$ cat src/rtl/vga_pkg.sv
// rtl/vga_pkg.sv - shared VGA timing constants, derivation helpers and pixel colour type
package vga_pkg;

    localparam int CNT_W = 10;

    localparam int DEF_H_DISPLAY = 640;
    localparam int DEF_H_FP      = 16;
    localparam int DEF_H_SYNC    = 96;
    localparam int DEF_H_BP      = 48;
    localparam int DEF_V_DISPLAY = 480;
    localparam int DEF_V_FP      = 10;
    localparam int DEF_V_SYNC    = 2;
    localparam int DEF_V_BP      = 33;
    localparam int DEF_CLK_DIV   = 4;

    function automatic int span_total(int disp, int fp, int sync, int bp);
        return disp + fp + sync + bp;
    endfunction

    function automatic int sync_start(int disp, int fp);
        return disp + fp;
    endfunction

    function automatic int sync_end(int disp, int fp, int sync);
        return disp + fp + sync - 1;
    endfunction

    localparam int H_TOTAL  = span_total(DEF_H_DISPLAY, DEF_H_FP, DEF_H_SYNC, DEF_H_BP);
    localparam int V_TOTAL  = span_total(DEF_V_DISPLAY, DEF_V_FP, DEF_V_SYNC, DEF_V_BP);
    localparam int HS_START = sync_start(DEF_H_DISPLAY, DEF_H_FP);
    localparam int HS_END   = sync_end(DEF_H_DISPLAY, DEF_H_FP, DEF_H_SYNC);
    localparam int VS_START = sync_start(DEF_V_DISPLAY, DEF_V_FP);
    localparam int VS_END   = sync_end(DEF_V_DISPLAY, DEF_V_FP, DEF_V_SYNC);

    typedef struct packed {
        logic [3:0] r;
        logic [3:0] g;
        logic [3:0] b;
    } rgb_t;

endpackage

$ cat src/rtl/vga_timing_ctrl_if.sv
// rtl/vga_timing_ctrl_if.sv - pixel-generator side and VGA connector side signals of the timing controller
interface vga_timing_ctrl_if;
    import vga_pkg::*;

    rgb_t             rgb_in;
    logic [CNT_W-1:0] pixel_x;
    logic [CNT_W-1:0] pixel_y;
    logic             p_tick;
    logic             line_start;
    logic             frame_start;
    logic             Hsync;
    logic             Vsync;
    logic [3:0]       vgaRed;
    logic [3:0]       vgaGreen;
    logic [3:0]       vgaBlue;
    logic             video_on;

    modport master (
        input  rgb_in,
        output pixel_x, pixel_y, p_tick, line_start, frame_start,
        output Hsync, Vsync, vgaRed, vgaGreen, vgaBlue, video_on
    );

    modport slave (
        output rgb_in,
        input  pixel_x, pixel_y, p_tick, line_start, frame_start,
        input  Hsync, Vsync, vgaRed, vgaGreen, vgaBlue, video_on
    );

endinterface

$ cat src/rtl/vga_tick_div.sv
// rtl/vga_tick_div.sv - clock-enable divider producing one p_tick every CLK_DIV clk cycles
module vga_tick_div #(
    parameter int CLK_DIV = 4
) (
    input  logic clk,
    input  logic rst_n,
    output logic p_tick
);

    localparam int DW = (CLK_DIV > 1) ? $clog2(CLK_DIV) : 1;
    localparam logic [DW-1:0] DIV_LAST = DW'(CLK_DIV - 1);

    logic [DW-1:0] div_q;
    logic [DW-1:0] div_d;

    always_comb begin
        div_d = (div_q == DIV_LAST) ? '0 : div_q + DW'(1);
    end

    always_ff @(posedge clk or negedge rst_n) begin
        if (!rst_n) begin
            div_q <= '0;
        end else begin
            div_q <= div_d;
        end
    end

    // Tick is decoded from the count so it is high for the whole last cycle of each slot.
    assign p_tick = (div_q == DIV_LAST);

endmodule

$ cat src/rtl/vga_timing_ctrl.sv
// rtl/vga_timing_ctrl.sv - 640x480@60 VGA raster counters with a one-tick registered sync/colour stage
module vga_timing_ctrl import vga_pkg::*; #(
    parameter int H_DISPLAY = DEF_H_DISPLAY,
    parameter int H_FP      = DEF_H_FP,
    parameter int H_SYNC    = DEF_H_SYNC,
    parameter int H_BP      = DEF_H_BP,
    parameter int V_DISPLAY = DEF_V_DISPLAY,
    parameter int V_FP      = DEF_V_FP,
    parameter int V_SYNC    = DEF_V_SYNC,
    parameter int V_BP      = DEF_V_BP,
    parameter int CLK_DIV   = DEF_CLK_DIV
) (
    input  logic            clk,
    input  logic            rst_n,
    vga_timing_ctrl_if.master vif
);

    localparam logic [CNT_W-1:0] H_DISP_C = CNT_W'(H_DISPLAY);
    localparam logic [CNT_W-1:0] V_DISP_C = CNT_W'(V_DISPLAY);
    localparam logic [CNT_W-1:0] H_LAST   = CNT_W'(span_total(H_DISPLAY, H_FP, H_SYNC, H_BP) - 1);
    localparam logic [CNT_W-1:0] V_LAST   = CNT_W'(span_total(V_DISPLAY, V_FP, V_SYNC, V_BP) - 1);
    localparam logic [CNT_W-1:0] HS_BEG_C = CNT_W'(sync_start(H_DISPLAY, H_FP));
    localparam logic [CNT_W-1:0] HS_END_C = CNT_W'(sync_end(H_DISPLAY, H_FP, H_SYNC));
    localparam logic [CNT_W-1:0] VS_BEG_C = CNT_W'(sync_start(V_DISPLAY, V_FP));
    localparam logic [CNT_W-1:0] VS_END_C = CNT_W'(sync_end(V_DISPLAY, V_FP, V_SYNC));

    logic             p_tick;
    logic [CNT_W-1:0] h_cnt_q, h_cnt_d;
    logic [CNT_W-1:0] v_cnt_q, v_cnt_d;
    logic             hsync_q, hsync_d;
    logic             vsync_q, vsync_d;
    logic             video_on_q, video_on_d;
    rgb_t             rgb_q, rgb_d;
    logic             visible;

    vga_tick_div #(
        .CLK_DIV (CLK_DIV)
    ) u_tick_div (
        .clk    (clk),
        .rst_n  (rst_n),
        .p_tick (p_tick)
    );

    always_comb begin
        h_cnt_d    = h_cnt_q;
        v_cnt_d    = v_cnt_q;
        hsync_d    = hsync_q;
        vsync_d    = vsync_q;
        video_on_d = video_on_q;
        rgb_d      = rgb_q;
        visible    = (h_cnt_q < H_DISP_C) && (v_cnt_q < V_DISP_C);

        if (p_tick) begin
            if (h_cnt_q == H_LAST) begin
                h_cnt_d = '0;
                v_cnt_d = (v_cnt_q == V_LAST) ? '0 : v_cnt_q + CNT_W'(1);
            end else begin
                h_cnt_d = h_cnt_q + CNT_W'(1);
            end

            // All outputs are captured from the same counter snapshot so they stay mutually aligned.
            hsync_d    = !((h_cnt_q >= HS_BEG_C) && (h_cnt_q <= HS_END_C));
            vsync_d    = !((v_cnt_q >= VS_BEG_C) && (v_cnt_q <= VS_END_C));
            video_on_d = visible;
            rgb_d      = visible ? vif.rgb_in : '0;
        end
    end

    always_ff @(posedge clk or negedge rst_n) begin
        if (!rst_n) begin
            h_cnt_q    <= '0;
            v_cnt_q    <= '0;
            hsync_q    <= 1'b1;
            vsync_q    <= 1'b1;
            video_on_q <= 1'b0;
            rgb_q      <= '0;
        end else begin
            h_cnt_q    <= h_cnt_d;
            v_cnt_q    <= v_cnt_d;
            hsync_q    <= hsync_d;
            vsync_q    <= vsync_d;
            video_on_q <= video_on_d;
            rgb_q      <= rgb_d;
        end
    end

    assign vif.pixel_x     = h_cnt_q;
    assign vif.pixel_y     = v_cnt_q;
    assign vif.p_tick      = p_tick;
    assign vif.line_start  = p_tick && (h_cnt_q == '0);
    assign vif.frame_start = p_tick && (h_cnt_q == '0) && (v_cnt_q == '0);
    assign vif.Hsync       = hsync_q;
    assign vif.Vsync       = vsync_q;
    assign vif.video_on    = video_on_q;
    assign vif.vgaRed      = rgb_q.r;
    assign vif.vgaGreen    = rgb_q.g;
    assign vif.vgaBlue     = rgb_q.b;

endmodule
$ cat src/flat_wrapper.sv
// flat-port wrapper written by rule: the top's interface ports become plain ports
module vga_timing_ctrl_flat import vga_pkg::*;
#(
    parameter int H_DISPLAY = DEF_H_DISPLAY,
    parameter int H_FP      = DEF_H_FP,
    parameter int H_SYNC    = DEF_H_SYNC,
    parameter int H_BP      = DEF_H_BP,
    parameter int V_DISPLAY = DEF_V_DISPLAY,
    parameter int V_FP      = DEF_V_FP,
    parameter int V_SYNC    = DEF_V_SYNC,
    parameter int V_BP      = DEF_V_BP,
    parameter int CLK_DIV   = DEF_CLK_DIV
)
  (clk, rst_n, vif_rgb_in, vif_pixel_x, vif_pixel_y, vif_p_tick, vif_line_start, vif_frame_start, vif_Hsync, vif_Vsync, vif_vgaRed, vif_vgaGreen, vif_vgaBlue, vif_video_on);
  vga_timing_ctrl_if vif_i ();
  input  logic clk;
  input  logic rst_n;
  input wire logic [$bits(vif_i.rgb_in)-1:0] vif_rgb_in;
  output wire logic [$bits(vif_i.pixel_x)-1:0] vif_pixel_x;
  output wire logic [$bits(vif_i.pixel_y)-1:0] vif_pixel_y;
  output wire logic [$bits(vif_i.p_tick)-1:0] vif_p_tick;
  output wire logic [$bits(vif_i.line_start)-1:0] vif_line_start;
  output wire logic [$bits(vif_i.frame_start)-1:0] vif_frame_start;
  output wire logic [$bits(vif_i.Hsync)-1:0] vif_Hsync;
  output wire logic [$bits(vif_i.Vsync)-1:0] vif_Vsync;
  output wire logic [$bits(vif_i.vgaRed)-1:0] vif_vgaRed;
  output wire logic [$bits(vif_i.vgaGreen)-1:0] vif_vgaGreen;
  output wire logic [$bits(vif_i.vgaBlue)-1:0] vif_vgaBlue;
  output wire logic [$bits(vif_i.video_on)-1:0] vif_video_on;
  assign vif_i.rgb_in = vif_rgb_in;
  assign vif_pixel_x = vif_i.pixel_x;
  assign vif_pixel_y = vif_i.pixel_y;
  assign vif_p_tick = vif_i.p_tick;
  assign vif_line_start = vif_i.line_start;
  assign vif_frame_start = vif_i.frame_start;
  assign vif_Hsync = vif_i.Hsync;
  assign vif_Vsync = vif_i.Vsync;
  assign vif_vgaRed = vif_i.vgaRed;
  assign vif_vgaGreen = vif_i.vgaGreen;
  assign vif_vgaBlue = vif_i.vgaBlue;
  assign vif_video_on = vif_i.video_on;
  vga_timing_ctrl #(.H_DISPLAY(H_DISPLAY), .H_FP(H_FP), .H_SYNC(H_SYNC), .H_BP(H_BP), .V_DISPLAY(V_DISPLAY), .V_FP(V_FP), .V_SYNC(V_SYNC), .V_BP(V_BP), .CLK_DIV(CLK_DIV)) u_core (.clk(clk), .rst_n(rst_n), .vif(vif_i));
endmodule
$ cat config.mk
export PLATFORM = sky130hd
export DESIGN_NAME = vga_timing_ctrl_flat
export DESIGN_NICKNAME = d
export VERILOG_FILES = /design/src/rtl/vga_pkg.sv /design/src/rtl/vga_timing_ctrl_if.sv /design/src/rtl/vga_tick_div.sv /design/src/rtl/vga_timing_ctrl.sv /design/src/flat_wrapper.sv
export SDC_FILE = /design/constraint.sdc
export NUM_CORES = 1
export LEC_CHECK = 0
export ABC_AREA = 0
export BUFFER_PORTS_ARGS = -buffer_cell sky130_fd_sc_hd__buf_2
export CORE_MARGIN = 3
export CORE_UTILIZATION = 51
export CTS_BUF_LIST = sky130_fd_sc_hd__clkbuf_4 sky130_fd_sc_hd__clkbuf_8 sky130_fd_sc_hd__clkbuf_16
export DETAILED_ROUTE_END_ITERATION = 8
export PLACE_DENSITY_LB_ADDON = 0.08
export SYNTH_ARGS = -nofsm -noshare
export SYNTH_HDL_FRONTEND = slang
export SYNTH_HIERARCHICAL = 1
export SYNTH_SLANG_ARGS = --single-unit
$ cat constraint.sdc
create_clock -name clk -period 2.3 [get_ports clk]
set_input_delay 0.115 -clock clk [delete_from_list [all_inputs] [get_ports clk]]
set_output_delay 0.115 -clock clk [all_outputs]
set_load 0.03 [all_outputs]
==> summary.md, run 1 <==
| Metric | Value |
|---|---|
| DR iter-0 viols | `119` |
| Post-synthesis adder-cell area fraction | `3.57%` |
| Lkg Pwr | `1.07 nW` |
| Vert. Die Dim | `64.6 um` |
| Via-to-Cell Ratio | `5.62` |
| Post-CTS Resized | `0` |
| Clock Root Buffer | `clkbuf_4` |
| Average wire per standard cell | `15.7 um` |
| Max Slew Vio Count | `0` |
| Status | `finished, final reports clean` |
| Worst-Skew Late Latency | `0.34 ns` |
| FFs w/ async S/R, synth | `100%` |
| Tcrit/Tclk final | `90.1%` |
| NetSw | `260 uW` |
| Fin Clk Skew | `0.00980 ns` |
| CTS Buf Count | `5` |
| Maxcap violations | `0` |
| Relative slew slack | `45.9%` |
| Crit path launch type | `register` |
| Most common cell in the netlist | `dfrtp_1` |
| Placeable Area | `3180 um^2` |
| Clock sinks | `37` |
| CTS tree | `built` |
| Post-Route WL | `4290 um` |
| Dominant combinational cell family by area after synthesis | `simple AND/OR/NAND/NOR gates` |
| Fillers | `268` |
| Int Pwr | `827 uW` |
| Final Hold Vio Count | `0` |
| Worst EP arrival | `1.96 ns` |
| Power Dens Cells | `483 nW/um^2` |
| Area Growth Syn to Fin | `28.2%` |
| Drt drc | `0` |
| FP Rows | `20` |
| Fin Setup TNS | `0 ns` |
| Sequential area share after synthesis | `52.9%` |
| Logic pwr share | `7.9%` |
| Antenna diode count | `0` |
| Post-Syn Area | `1750 um^2` |
| Leading area contributor after synthesis | `dfrtp_1` |
| RSZ-0062 raised after global routing | `false` |
| Placer Congestion | `0.921` |
| Dominant cells by area after synthesis | `dfrtp_1 50%, a22o_1 6.0%, ha_1 3.6%` |
| Max Clk Rate | `482 MHz` |
| Syn Area/Cell | `11.0 um^2` |
| Finished Core Util | `70.8%` |
| H-tree depth | `2` |
| Reg2Reg Setup Slack | `0.37 ns` |
| Simple-gate portion of the synthesized area | `20.5%` |
| Max VDD drop | `0.447 mV` |
| Die ar. | `4180 um^2` |
| Synth Instances | `160` |
| DRT Pass-1 Iters | `4` |
| Flop pwr share | `61.3%` |
| Max clock buf depth | `2` |
| Post-synth top area share | `49.9%` |
| Largest net degree at the start of global routing | `38` |
| Vias after detailed routing | `1540` |
| Switching Fraction | `23.9%` |
| Mapped Nets | `179` |
| Post-synthesis cell type count | `39` |
| Crit Path Class | `register to output pin` |
| Final setup fails | `0` |
| Post-DP HPWL | `2900 um` |
| Xor and xnor area share after synthesis | `4.99%` |
| Mux cell area share after synthesis | `0.642%` |
| #FFs+latches synth | `37` |
| Top_reg_cell synth | `dfrtp_1` |
| Fraction of layout cells with a size suffix above 1 | `31.7%` |
| Synth cell count leaders | `35 x dfrtp_1, 13 x nand2_1, 12 x a22o_1` |
| Worst EP required | `2.18 ns` |
| Clk pwr share | `30.8%` |
| Worst-path clk slew | `0.11 ns` |
| Overflow after GRT | `0` |
| Initial Utilization | `55.2%` |
| Post-synth EDFFs | `0` |
| IO Port Bufs | `51` |
| Worst-Margin Slew | `0.812 ns` |
| CP Max Fanout | `6` |
| Nets | `248` |
| Top-level port count | `52` |
| Global-route usage over all layers | `22.2%` |
| Vias in the first global route | `1488` |
| Routed Antenna Nets | `0` |
| Initial antenna violation count | `0` |
| CP endpoint kind | `output pin` |
| First-pass GRT wire length | `7080 um` |
| Post-route minimum period | `2.07 ns` |
| Post-synthesis compound-gate area fraction | `14.6%` |
| Warnings from Yosys | `6` |
| DIE WIDTH | `64.6 um` |
| Min-delay worst type | `input pin to async pin` |
-- metal layers --
| layer | global-route usage, % | vias up | share of wire (%) |
|---|---|---|---|
| met5 | 0 | - | 0 |
| met4 | 8.18 | 0 | 1.3 |
| met3 | 5.72 | 7 | 7.0 |
| met2 | 35.6 | 57 | 49 |
| met1 | 29.2 | 749 | 43 |
| li1 | - | 727 | - |
-- power by group through the flow --
| stage | clock (mW) | combinational [mW] | sequential, mW |
|---|---|---|---|
| after global placement | 0 | 0.0676 | 0.679 |
| after CTS | 0.348 | 0.0857 | 0.667 |
| final | 0.335 | 0.0858 | 0.667 |
| after global routing | 0.385 | 0.0926 | 0.668 |
| after detailed placement | 0 | 0.0693 | 0.679 |
| after floorplan | 0 | 0.0103 | 0.701 |
-- flip-flops by register name (all words and copies together) (netlist names) --
signal,flops
u_core/vif.video_on,1
u_core/vif.vgaRed,4
u_core/u_tick_div/div_q,2
u_core/vif.vgaBlue,4
u_core/vif.Hsync,1
u_core/vif.pixel_x,10
u_core/vif.pixel_y,10
u_core/vif.Vsync,1
u_core/vif.vgaGreen,4
-- layout by cell type (no fill, tap or decap), types with 3 or more instances in the layout --
| cell type | n |
|---|---|
| o211ai_1 | 3 |
| ha_1 | 5 |
| nand3_1 | 7 |
| a22o_1 | 12 |
| nor4_1 | 4 |
| buf_2 | 51 |
| a21oi_1 | 3 |
| o21ai_0 | 10 |
| clkbuf_4 | 6 |
| nor3_1 | 6 |
| xnor2_1 | 4 |
| xor2_1 | 6 |
| nor2_1 | 10 |
| nand2_1 | 13 |
| dfrtp_1 | 35 |
| dlygate4sd3_1 | 13 |
| nand4_1 | 4 |
| buf_4 | 4 |
| o31ai_1 | 3 |
| inv_1 | 5 |
-- layout make-up --
cell class	count	area [um^2]	area share, %
Sequential cell	37	928	41.3
Inverter	5	18.8	0.834
Multi-Input combinational cell	112	777	34.5
Timing Repair Buffer	68	415	18.5
Clock buffer	6	45.0	2.00
Clock inverter	2	10.0	0.445
Tap cell	44	55.1	2.45
-- worst max-delay path, cell delays in order (launching register included) --
cell	delay (ns)
dfrtp_1	0.45
or2_2	0.37
nor3_1	0.14
and4b_2	0.26
and4_1	0.19
buf_2	0.20
-- what timing repair did --
item / 4_1_cts / 5_1_grt
setup buffers: 0 / 0
hold endpoints to repair: 47 / 0
hold buffers: 13 / 0
-- per-stage QoR --
stage	cells	cell area [um^2]	power (mW)	hold slack (ns)	worst slack, ns
final	274	2250	1.09	0.397	0.227
after global routing	274	2250	1.15	0.445	0.0978
after global placement	253	2060	0.746	0.241	0.459
after detailed placement	253	2060	0.748	0.249	0.388
after floorplan	160	1750	0.712	-0.181	0.223
after CTS	274	2250	1.10	0.401	0.209
-- final timing paths --
kind | startpoint | endpoint | cells past startpoint
setup / recovery | u_core/vif.pixel_x[6]$_DFFE_PN0P_ | vif_frame_start | 5
max in group asynchronous | rst_n | u_core/vif.vgaBlue[3]$_DFFE_PN0P_ | 2
hold / removal | rst_n | u_core/vif.pixel_x[2]$_DFFE_PN0P_ | 2
hold reg to reg | u_core/u_tick_div/div_q[0]$_DFF_PN0_ | u_core/u_tick_div/div_q[0]$_DFF_PN0_ | 1
setup reg to reg | u_core/vif.pixel_y[0]$_DFFE_PN0P_ | u_core/vif.pixel_y[4]$_DFFE_PN0P_ | 7
min in group clk | u_core/u_tick_div/div_q[0]$_DFF_PN0_ | u_core/u_tick_div/div_q[0]$_DFF_PN0_ | 1
-- kinds of logic (layout without fill, tap and decap cells) --
group                    Yosys count  count (layout)
AND/OR/NAND/NOR                   60              60
buffers and inverters             11              81
adder cells (fa/ha/maj)            5               5
flip-flops                        37              37
multiplexers                       1               1
XOR/XNOR                          10              10
AO/OA/AOI/OAI                     36              36
No activity file was read; power rests on OpenSTA's default activity.
==> inputs of run 2 (changes only) <==
==> constraint.sdc (replaced) <==
create_clock -name clk -period 2.18 [get_ports clk]
set_input_delay 0.109 -clock clk [delete_from_list [all_inputs] [get_ports clk]]
set_output_delay 0.109 -clock clk [all_outputs]
set_load 0.03 [all_outputs]
==> summary.md, run 2 (synthesis gave the netlist of run 1 again) <==
| Metric | Value |
|---|---|
| Status | `finished, final reports clean` |
| H-tree depth | `2 (unchanged)` |
| Worst-Skew Late Latency | `0.34 ns (about the same)` |
| Max Slew Vio Count | `0 (unchanged)` |
| Crit-path cells | `or2_2 -> nor3_1 -> and4b_2 -> and4_1 -> buf_2` |
| Crit Path Class | `register to output pin` |
| Max clock buf depth | `2 (unchanged)` |
| Fin Setup TNS | `0 ns (unchanged)` |
| Worst EP required | `2.07 ns (-0.11 ns)` |
| Routed Antenna Nets | `0 (unchanged)` |
| Relative slew slack | `47.5% (+1.6 points)` |
| CTS tree | `built` |
| Via-to-Cell Ratio | `5.51 (-1.9%)` |
| Final setup fails | `0 (unchanged)` |
| Placer Congestion | `0.886 (-3.8%)` |
| Vert. Die Dim | `64.6 um (unchanged)` |
| Power Dens Cells | `533 nW/um^2 (+10%)` |
| CP endpoint kind | `output pin` |
| CP max stage cell | `dfrtp_1` |
| Antenna diode count | `0 (unchanged)` |
| Drt drc | `0 (unchanged)` |
| Die ar. | `4180 um^2 (unchanged)` |
| Post-DP HPWL | `2780 um (-4.3%)` |
| Worst-path clk slew | `0.12 ns (about the same)` |
| CP bufs+invs | `1 (unchanged)` |
| Worst EP arrival | `1.95 ns (about the same)` |
| Post-route minimum period | `2.06 ns` |
| Fraction of layout cells with a size suffix above 1 | `31.7% (unchanged)` |
| Largest net degree at the start of global routing | `38 (unchanged)` |
| Nets | `248 (unchanged)` |
| Met1 WL | `1830 um (+0.16%)` |
| Fin Clk Skew | `0.00923 ns (-0.000568 ns)` |
| Initial Utilization | `55.2% (unchanged)` |
| Commonest non-fill, non-tap cell in the layout | `buf_2` |
| Lkg Pwr | `1.08 nW (+0.55%)` |
| DR iter-0 viols | `108 (-9.2%)` |
| Finished Layout Cells | `274 (unchanged)` |
| Delay-heaviest family, CP | `simple AND/OR/NAND/NOR gates` |
| Top-level port count | `52 (unchanged)` |
| RSZ-0062 raised after global routing | `false` |
| Vias in the first global route | `1417 (-4.8%)` |
| Worst-Margin Slew | `0.788 ns (-0.0237 ns)` |
| Max Clk Rate | `485 MHz` |
| Final Hold Vio Count | `0 (unchanged)` |
| DRT Pass-1 Iters | `4 (unchanged)` |
| Min-delay worst type | `input pin to async pin` |
| Maxcap violations | `0 (unchanged)` |
| Overflow after GRT | `0 (unchanged)` |
| Placeable Area | `3180 um^2 (unchanged)` |
| DR WL met3 | `233 um (-23%)` |
| First-pass GRT wire length | `6790 um (-4.1%)` |
| Post-Route WL | `4000 um (-6.8%)` |
| Top Metal Used | `met4` |
| Clock Root Buffer | `clkbuf_4` |
| Most frequent cells in the layout | `51 x buf_2, 35 x dfrtp_1, 13 x dlygate4sd3_1, 13 x nand2_1, 12 x a22o_1` |
| Placed Cells incl. Taps | `253 (unchanged)` |
| CP Max Fanout | `6 (unchanged)` |
| Tcrit/Tclk final | `94.7%` |
| FP Rows | `20 (unchanged)` |
| Crit path launch type | `register` |
| Clock sinks | `37 (unchanged)` |
| Vias after detailed routing | `1511 (-1.9%)` |
| IO Port Bufs | `51 (unchanged)` |
| Global-route usage over all layers | `21.6% (-0.63 points)` |
| Max VDD drop | `0.459 mV (+2.7%)` |
| DR WL met2 | `1920 um (-9.0%)` |
| Average wire per standard cell | `14.6 um (-6.8%)` |
| Post-CTS Resized | `0 (unchanged)` |
| Initial antenna violation count | `0 (unchanged)` |
| Slowest Stage Delay on Critical Path | `0.45 ns (about the same)` |
| DIE WIDTH | `64.6 um (unchanged)` |
| CTS Buf Count | `5 (unchanged)` |
| Area Growth Syn to Fin | `29.1%` |
## run 2: changes by cell type in the layout (fill, tap and decap cells not counted), sizes merged
cell | previous run | this run
clkbuf | 6 | 7
clkinv | 2 | 1
## run 2: final timing paths
path | from | end | slack, ns | depth (start not counted)
min in group clk | u_core/u_tick_div/div_q[0]$_DFF_PN0_ | u_core/u_tick_div/div_q[0]$_DFF_PN0_ | 0.44 | 1
worst min register to register | u_core/u_tick_div/div_q[0]$_DFF_PN0_ | u_core/u_tick_div/div_q[0]$_DFF_PN0_ | 0.44 | 1
worst max-delay path | u_core/vif.pixel_x[6]$_DFFE_PN0P_ | vif_frame_start | 0.12 | 5
worst max register to register | u_core/vif.pixel_x[0]$_DFFE_PN0P_ | u_core/vif.pixel_y[4]$_DFFE_PN0P_ | 0.39 | 5
max in group asynchronous | rst_n | u_core/u_tick_div/div_q[1]$_DFF_PN0_ | 1.29 | 2
worst min-delay path | rst_n | u_core/vif.pixel_y[0]$_DFFE_PN0P_ | 0.39 | 2
## run 2: area by class of cell
class | instances | area [um^2]
multi-input cells | 112 | 777
inverters | 5 | 18.8
fillers | 246 | 913
clock buffers | 7 | 65.1
clock inverters | 1 | 5.00
flip-flops and latches | 37 | 928
well taps | 44 | 55.1
repair buffers | 68 | 415
## run 2: timing repair
item,4_1_cts,5_1_grt
endpoints found under the hold margin,47,0
setup buffers,0,0
hold buffers,13,0
## run 2: power breakdown
part | switching, mW | total, mW | internal (mW) | leakage [nW]
registers | 0.00663 | 0.704 | 0.697 | 0.463
logic | 0.0496 | 0.0899 | 0.0403 | 0.573
clock network | 0.226 | 0.413 | 0.187 | 0.0413
total | 0.282 | 1.21 | 0.925 | 1.08
## run 2: stage by stage
stage | hold slack (ns) | utilization [%] | cell area (um^2) | setup WS, ns | power (mW)
floorplan | -0.187 | - | 1750 | 0.109 | 0.751
global placement | 0.231 | 65.0 | 2060 | 0.489 | 0.787
detailed placement | 0.247 | 65.0 | 2060 | 0.428 | 0.790
CTS | 0.403 | 71.3 | 2260 | 0.105 | 1.22
global route | 0.445 | 71.3 | 2260 | 0.0304 | 1.27
finish | 0.389 | 71.3 | 2260 | 0.116 | 1.21
## run 2: per-layer routing
layer | up-vias | track usage (%)
met5 | - | 0
met4 | 0 | 6.33
met3 | 2 | 7.28
met2 | 53 | 34.1
met1 | 726 | 28.3
li1 | 730 | -
